$ cat src/rtl/mem_copy_master_pkg.sv
// Shared definitions for the word-memory copy initiator: bus widths, FSM states, request payload.
package mem_copy_master_pkg;

    localparam int unsigned WORD_BYTES = 4;
    localparam int unsigned ADDR_W     = 32;
    localparam int unsigned DATA_W     = 32;

    typedef enum logic [1:0] {
        S_IDLE = 2'd0,
        S_RD   = 2'd1,
        S_WR   = 2'd2,
        S_DONE = 2'd3
    } state_t;

    // One cycle of memory-side request (address, enable, direction).
    typedef struct packed {
        logic [ADDR_W-1:0] addr;
        logic              en;
        logic              wr;
    } mem_req_t;

    // A byte address is usable only when it falls on a word boundary.
    function automatic logic is_aligned(input logic [ADDR_W-1:0] a);
        return (a & ADDR_W'(WORD_BYTES - 1)) == '0;
    endfunction

endpackage

$ cat src/rtl/mem_copy_master.sv
// Word-memory copy initiator: copies len words from src_addr to dst_addr, 2 cycles per word.
// Optional MEMCOPY_CHECKSUM_EN adds a running modulo-2^32 sum of every written word.
module mem_copy_master
    import mem_copy_master_pkg::*;
#(
    parameter int unsigned LEN_W = 20
) (
    input  logic              clock,
    input  logic              reset,
    input  logic              start,
    input  logic [31:0]       src_addr,
    input  logic [31:0]       dst_addr,
    input  logic [LEN_W-1:0]  len,
    output logic              busy,
    output logic              done,
    output logic              error,
    output logic [31:0]       Addr,
    output logic              MemEn,
    output logic              MemWr,
    output logic [31:0]       WData,
    input  logic [31:0]       RdData
`ifdef MEMCOPY_CHECKSUM_EN
    ,
    output logic [31:0]       checksum
`endif
);

    state_t              state_q, state_d;
    logic [ADDR_W-1:0]   src_q, src_d;
    logic [ADDR_W-1:0]   dst_q, dst_d;
    logic [LEN_W-1:0]    cnt_q, cnt_d;
    logic                error_q, error_d;
    logic                busy_q, busy_d;
    logic                done_q, done_d;
    mem_req_t            req_q, req_d;
    logic                accept;

    assign accept = (state_q == S_IDLE) && start;

    // State, pointer and output registers.
    always_ff @(posedge clock) begin
        if (reset) begin
            state_q <= S_IDLE;
            src_q   <= '0;
            dst_q   <= '0;
            cnt_q   <= '0;
            error_q <= 1'b0;
            busy_q  <= 1'b0;
            done_q  <= 1'b0;
            req_q   <= '0;
        end else begin
            state_q <= state_d;
            src_q   <= src_d;
            dst_q   <= dst_d;
            cnt_q   <= cnt_d;
            error_q <= error_d;
            busy_q  <= busy_d;
            done_q  <= done_d;
            req_q   <= req_d;
        end
    end

    // Next state and pointer updates.
    always_comb begin
        state_d = state_q;
        src_d   = src_q;
        dst_d   = dst_q;
        cnt_d   = cnt_q;
        error_d = error_q;

        case (state_q)
            S_IDLE: begin
                if (start) begin
                    src_d   = src_addr;
                    dst_d   = dst_addr;
                    cnt_d   = len;
                    error_d = 1'b0;
                    if (!is_aligned(src_addr) || !is_aligned(dst_addr)) begin
                        error_d = 1'b1;
                        state_d = S_DONE;
                    end else if (len == '0) begin
                        state_d = S_DONE;
                    end else begin
                        state_d = S_RD;
                    end
                end
            end
            S_RD: begin
                state_d = S_WR;
            end
            S_WR: begin
                src_d   = src_q + ADDR_W'(WORD_BYTES);
                dst_d   = dst_q + ADDR_W'(WORD_BYTES);
                cnt_d   = cnt_q - LEN_W'(1);
                state_d = (cnt_q != LEN_W'(1)) ? S_RD : S_DONE;
            end
            S_DONE: begin
                state_d = S_IDLE;
            end
            default: begin
                state_d = S_IDLE;
            end
        endcase
    end

    // Outputs for the coming cycle, decoded from the coming state and pointers so they register cleanly.
    always_comb begin
        req_d  = '0;
        busy_d = 1'b0;
        done_d = 1'b0;

        case (state_d)
            S_RD: begin
                req_d.addr = src_d;
                req_d.en   = 1'b1;
                busy_d     = 1'b1;
            end
            S_WR: begin
                req_d.addr = dst_d;
                req_d.en   = 1'b1;
                req_d.wr   = 1'b1;
                busy_d     = 1'b1;
            end
            S_DONE: begin
                done_d = 1'b1;
            end
            default: begin
                req_d = '0;
            end
        endcase
    end

    assign busy  = busy_q;
    assign done  = done_q;
    assign error = error_q;
    assign Addr  = req_q.addr;
    assign MemEn = req_q.en;
    assign MemWr = req_q.wr;

    // Write data is a pass-through of the word read in the previous cycle.
    assign WData = (state_q == S_WR) ? RdData : '0;

`ifdef MEMCOPY_CHECKSUM_EN
    logic [DATA_W-1:0] sum_q;

    // Sum of written words; restarts on every accepted start and holds afterwards.
    always_ff @(posedge clock) begin
        if (reset) begin
            sum_q <= '0;
        end else if (accept) begin
            sum_q <= '0;
        end else if (state_q == S_WR) begin
            sum_q <= sum_q + RdData;
        end
    end

    assign checksum = sum_q;
`else
    logic unused_accept;
    assign unused_accept = accept;
`endif

endmodule

$ cat config.mk
export PLATFORM = sky130hd
export DESIGN_NAME = mem_copy_master
export DESIGN_NICKNAME = d
export VERILOG_FILES = /design/src/rtl/mem_copy_master_pkg.sv /design/src/rtl/mem_copy_master.sv
export SDC_FILE = /design/constraint.sdc
export NUM_CORES = 1
export LEC_CHECK = 0
export ABC_AREA = 1
export CAP_MARGIN = 30
export CORE_ASPECT_RATIO = 0.8
export CORE_MARGIN = 3
export CORE_UTILIZATION = 45
export DETAILED_ROUTE_END_ITERATION = 7
export DONT_BUFFER_PORTS = 1
export HOLD_SLACK_MARGIN = 0.05
export PLACE_DENSITY_LB_ADDON = 0.25
export SYNTH_ARGS = -nofsm -noshare
export SYNTH_HDL_FRONTEND = slang
export SYNTH_SLANG_ARGS = --single-unit
$ cat constraint.sdc
create_clock -name clock -period 3.7 [get_ports clock]
set_clock_uncertainty 0.2 [all_clocks]
set_input_delay 0.74 -clock clock [delete_from_list [all_inputs] [get_ports clock]]
set_output_delay 0.74 -clock clock [all_outputs]
set_load 0.01 [all_outputs]
==> results of run 1 <==
-- state kept, by name, indices dropped and copies added (netlist names) --
name	count
error	1
Addr	32
MemWr	1
busy	1
state_q	2
cnt_q	20
dst_q	32
src_q	32
done	1
-- per-layer routing --
layer	wire length [um]	vias up	global-route usage [%]
met4	583	2	8.27
met2	12100	470	45.4
met5	10	-	0
met1	12500	3821	43.2
li1	-	4064	-
met3	3740	44	11.4
-- layout by cell type, fill, tap and decap left out, types with 3 or more instances in the layout --
cell         n
a221oi_1     7
inv_1      148
ha_1         4
or2_2       12
a31oi_1     14
clkinv_4     6
a21o_1       4
nor3_1       7
a211oi_1     4
mux2i_1      3
clkbuf_16   17
o21ai_0     64
nand2_1    338
dfxtp_1    122
o211ai_1    14
nand3b_1     3
nor2_1     214
nand3_1    117
buf_4       10
o22ai_1      8
o21bai_1    11
o221ai_1     7
xor2_1       9
a21boi_0     4
a22oi_1     16
nand4_1      8
a21oi_1     63
-- how the worst max path moves through the flow --
stage | startpoint | endpoint | slack, ns | cells after the start
floorplan | state_q[0] | WData[10] | 1.37 | 6
global placement | src_addr[0] | Addr[30] | 0.72 | 7
detailed placement | src_addr[0] | Addr[30] | 0.69 | 7
CTS | state_q[0] | WData[17] | 0.94 | 4
global route | state_q[0] | Addr[20] | 0.71 | 7
finish | state_q[0] | Addr[30] | 0.85 | 7
-- worst max-delay path: cells and delay by family, from the launching register on --
family                 cells  cell delay [ns]
buffers and inverters      2             0.93
and+or+nand+nor            5             1.34
DFF                        1             0.31
-- kinds of logic after synthesis --
logic type                 count (synthesis)  share of synthesized area (%)
DFF                                      122                           32.1
muxes                                      3                          0.394
AOI/OAI and AO/OA                        218                           17.2
adders and majority gates                  4                          0.657
and+or+nand+nor                          707                           38.1
buffers and inverters                    203                           10.4
xor gates and xnor gates                  10                           1.15
-- stage by stage --
stage | worst slack, ns | power (mW) | utilization, % | hold slack, ns | cell area [um^2]
after floorplan | 1.37 | 2.12 | - | 0.258 | 7610
after global placement | 0.722 | 2.32 | 47.8 | 0.268 | 7730
after detailed placement | 0.691 | 2.33 | 48.0 | 0.281 | 7760
after CTS | 0.939 | 4.01 | 51.7 | 0.183 | 8350
after global routing | 0.709 | 4.19 | 51.7 | 0.175 | 8350
final | 0.850 | 4.02 | 51.7 | 0.191 | 8350
-- synth_stat cells (all sizes together), types with 11 or more instances --
master,instances
o21ai,64
a31oi,14
inv,149
dfxtp,122
a22oi,16
clkbuf,25
a21oi,63
o21bai,11
nand3,118
o211ai,14
or2,12
buf,27
nand2,339
nor2,215
-- area by class of cell --
class                           instances  area (um^2)
Sequential cell                       122         2440
Inverter                              151          567
Fill cell                            1667         7810
Multi-Input combinational cell        942         4380
Clock inverter                         13          146
Tap cell                              215          269
Clock buffer                           19          443
Antenna cell                            2         5.00
Timing Repair Buffer                   11          103
-- power groups by stage --
stage	Combinational [mW]	Sequential, mW	Clock [mW]
2_1_floorplan	0.571	1.55	0
3_3_place_gp	0.713	1.61	0
3_5_place_dp	0.725	1.60	0
4_1_cts	0.731	1.58	1.70
5_1_grt	0.837	1.60	1.76
6_report	0.744	1.58	1.69
==> flow_summary.ini, run 1 <==
[status]
outcome = complete, no violations

[worst_setup_path]
r2r_slack_ns = 0.85
setup.worst_path.end_class = flop
arrival_ns = 3.02
r2r_cells = 7
crit_slowest_cell = inv_1
path_max_fanout = 22
critPathMaxStageDelay_ns = 0.60
r2r_start = state_q[0]
cpMostUsedCell = nand2_1
crit_path_start_kind = flop
required_ns = 3.87
r2r_end = Addr[30]
crit_type = reg -> reg
crit_chain = inv_2 > nand2_1 > nand2_1 > nand3_2 > inv_1 > nand3_1 > nand2_1

[clocking]
cts_tree = done
cts_resized = 0
numCtsBuffers = 17
clk_latency_ns = 0.43
clkTransAtPathRegs_ns = 0.06
ctsRootBufferMaster = clkbuf_16
cts-htree-levels = 4
cts.path.max_buffers = 2
cts_setup_buffers = 0
cts_sinks = 122
hold_buffers = 0

[sta]
worstMarginPinSlew_ns = 0.895
finalHoldViolCount = 0
drv_slew = 0
fin_crit_ns = 2.85
slew_headroom_pct = 40.4
rsz0062_at_grt = no
fin_tns_setup_ns = 0
setup_viol = 0
timing.fmax_ghz = 0.351
period_share_pct = 77.0

[hold_path]
hp-start = reset
hp-class = in -> reg
min_path_cells = 1
hold_end = dst_q[0]

[power_and_ir_drop]
p_clk_share_pct = 42.0
p_sw_share_pct = 33.2
combPwrFrac_pct = 18.5
p_sw_mw = 1.33
seqPwrFrac_pct = 39.4
vdd_drop_max_v = 0.000294
p_per_area_nw_per_um2 = 481
power_leakage_nw = 3.60
intPower_mw = 2.68

[synthesis]
seq_area_frac_synth_pct = 32.1
syn-instance-count = 1267
dominantRegCellSynth = dfxtp_1
async_reset_ff_share_pct = 0
syn-cell-area_um2 = 7610
synth-edff-count = 0
ys.warnings.count = 0
synth_nets = 1390
synth_top_area_share_pct = 32.1
avgSynthCellArea_um2 = 6.01
yosysTopAreaCell = dfxtp_1
ys_types = 39
post_synth_main_area_contributors = dfxtp_1 32%, nand2_1 17%, nor2_1 11%, nand3_1 7.7%, inv_1 7.3%
ys_ff_latch = 122

[grt]
grtUsageTotal_pct = 31.1
grt_first_pass_wirelength_um = 43300
grt_overflow_total = 0
grt_max_degree = 75
antenna_found_initial = 3
grt_pass1_vias = 7345

[die]
die-height_um = 122
start_util_pct = 47.1
fp.dieW_um = 151
die-area_um2 = 18500
rows = 41
ios = 188
core_um2 = 16200

[drt]
drc_errors = 0
firstDrtPassIters = 5
drt-total-wl_um = 29000
drtIter0Drc = 1026
dr_total_vias = 8401
ant_nets = 0
routedWlPerCell_um = 19.7
routed_via_density = 5.70

[place]
portBuffers = 0
place_congestion = 0.947
post-place-cells = 1441
dp_hpwl_um = 21300

[final_layout]
syn_to_final_growth_pct = 9.73
final_cells = 1475
fin_nets = 1368
drive_gt1_share_pct = 4.61

[run]
maxCapViolations = 0
(Power assumes the default switching activity.)
==> inputs of run 2 (changes only) <==
==> constraint.sdc (replaced) <==
create_clock -name clock -period 2.75 [get_ports clock]
set_clock_uncertainty 0.2 [all_clocks]
set_input_delay 0.55 -clock clock [delete_from_list [all_inputs] [get_ports clock]]
set_output_delay 0.55 -clock clock [all_outputs]
set_load 0.01 [all_outputs]
==> run 2 against run 1 <==
Effect of this change:
- flip-flop and latch count unchanged
- critical path depth down 3
- combinational power up 42%
- clock-buffer cell count up 3
- clock power up 25%
- cell count up 0.61%
- critical path type is now reg -> out
- largest cell class unchanged
- highest routed layer is now met4
==> flow_summary.ini, run 2 (same netlist as run 1, synthesis figures left out) <==
[grt]
grt_max_degree = 73
grt_overflow_total = 0
grt_pass1_vias = 7598
grt_first_pass_wirelength_um = 43200
grtUsageTotal_pct = 30.9
antenna_found_initial = 0

[final_layout]
final_util_pct = 52.1
fin_area_um2 = 8420
drive_gt1_share_pct = 5.12
fin_nets = 1379
antennaDiodeCount = 0
final_cell_mix = 338 x nand2_1, 214 x nor2_1, 148 x inv_1, 122 x dfxtp_1, 117 x nand3_1
syn_to_final_growth_pct = 10.6
layout_commonest_cell = nand2_1

[power_and_ir_drop]
p_sw_share_pct = 33.6
vdd_drop_max_v = 0.000453
power_leakage_nw = 3.63
p_total_mw = 5.30
p_sw_mw = 1.78
intPower_mw = 3.52
combPwrFrac_pct = 20.1
seqPwrFrac_pct = 40.1
p_per_area_nw_per_um2 = 629
p_clk_share_pct = 39.8

[hold_path]
min_path_cells = 1
hp-class = in -> reg
hold_end = busy
hp-start = reset

[die]
die-area_um2 = 18500
rows = 41
fp.dieW_um = 151
die-height_um = 122
core_um2 = 16200
ios = 188
start_util_pct = 47.1

[sta]
fin_crit_ns = 2.58
period_share_pct = 93.7
drv_slew = 0
finalHoldViolCount = 0
worst_hold_slack_ns = 0.0837
timing.fmax_ghz = 0.388
fin_tns_setup_ns = 0
rsz0062_at_grt = no
slew_headroom_pct = 56.1
worstMarginPinSlew_ns = 0.657
setup_viol = 0

[drt]
routedWlPerCell_um = 19.6
drt-total-wl_um = 29100
routed_via_density = 5.75
dr_total_vias = 8530
drtIter0Drc = 1059
firstDrtPassIters = 7
drc_errors = 0
ant_nets = 0

[clocking]
clkTransAtPathRegs_ns = 0.06
numCtsBuffers = 17
cts.path.max_buffers = 2
cts_tree = done
cts_setup_buffers = 0
cts_sinks = 122
cts-htree-levels = 4
ctsRootBufferMaster = clkbuf_16
clk_latency_ns = 0.43
cts_resized = 0

[worst_setup_path]
r2r_start = state_q[0]
r2r_slack_ns = 0.34
path_max_fanout = 50
r2r_end = Addr[29]
required_ns = 2.00
crit_path_start_kind = flop
r2r_cells = 6
setup.worst_path.end_class = output port
arrival_ns = 1.83
crit_type = reg -> out

[place]
place_congestion = 0.983
portBuffers = 0
dp_hpwl_um = 21500
place_area_um2 = 7850

[status]
outcome = complete, no violations

[run]
maxCapViolations = 0
==> run 2: power by group through the flow <==
stage | Sequential [mW] | Combinational, mW | Clock [mW]
2_1_floorplan | 2.09 | 0.768 | 0
3_3_place_gp | 2.15 | 1.01 | 0
3_5_place_dp | 2.15 | 1.02 | 0
4_1_cts | 2.12 | 1.04 | 2.13
5_1_grt | 2.15 | 1.19 | 2.20
6_report | 2.12 | 1.06 | 2.11
==> run 2: how the worst max path moves through the flow <==
stage                end  slack (ns)  depth (start not counted)        start
2_1_floorplan  WData[10]        0.61                          6   state_q[0]
3_3_place_gp    Addr[27]        0.46                          8  src_addr[0]
3_5_place_dp    Addr[27]        0.39                          8  src_addr[0]
4_1_cts        WData[23]        0.19                          4   state_q[0]
5_1_grt        WData[23]        0.07                          4   state_q[0]
6_report       WData[23]        0.17                          4   state_q[0]
==> run 2: worst max-delay path, cell delays in order, from the launching register on <==
cell and delay (ns):
dfxtp_1 0.43, inv_2 0.18, nand2_2 0.10, buf_4 0.48, nor2_1 0.20
==> run 2: layout make-up <==
class                           count  area (um^2)
Tap cell                          215          269
Clock buffer                       22          444
Fill cell                        1690         7740
Clock inverter                     10         97.6
Timing Repair Buffer               22          223
Inverter                          151          567
Multi-Input combinational cell    942         4380
Sequential cell                   122         2440
==> run 2: through the flow <==
stage | setup slack, ns | cells
floorplan | 0.609 | 1267
CTS | 0.194 | 1484
finish | 0.173 | 1484
global route | 0.0721 | 1484
global placement | 0.456 | 1451
detailed placement | 0.387 | 1451
==> run 2: routing by layer <==
metal | wire, um | track usage [%]
met5 | 0 | 0
met4 | 446 | 7.87
met3 | 4130 | 10.4
met2 | 12200 | 45.4
met1 | 12300 | 43.6
==> run 2: repair_timing <==
action	in CTS	in global routing
endpoints found under the setup margin	0	0
hold buffers	1	0
endpoints found under the hold margin	55	0
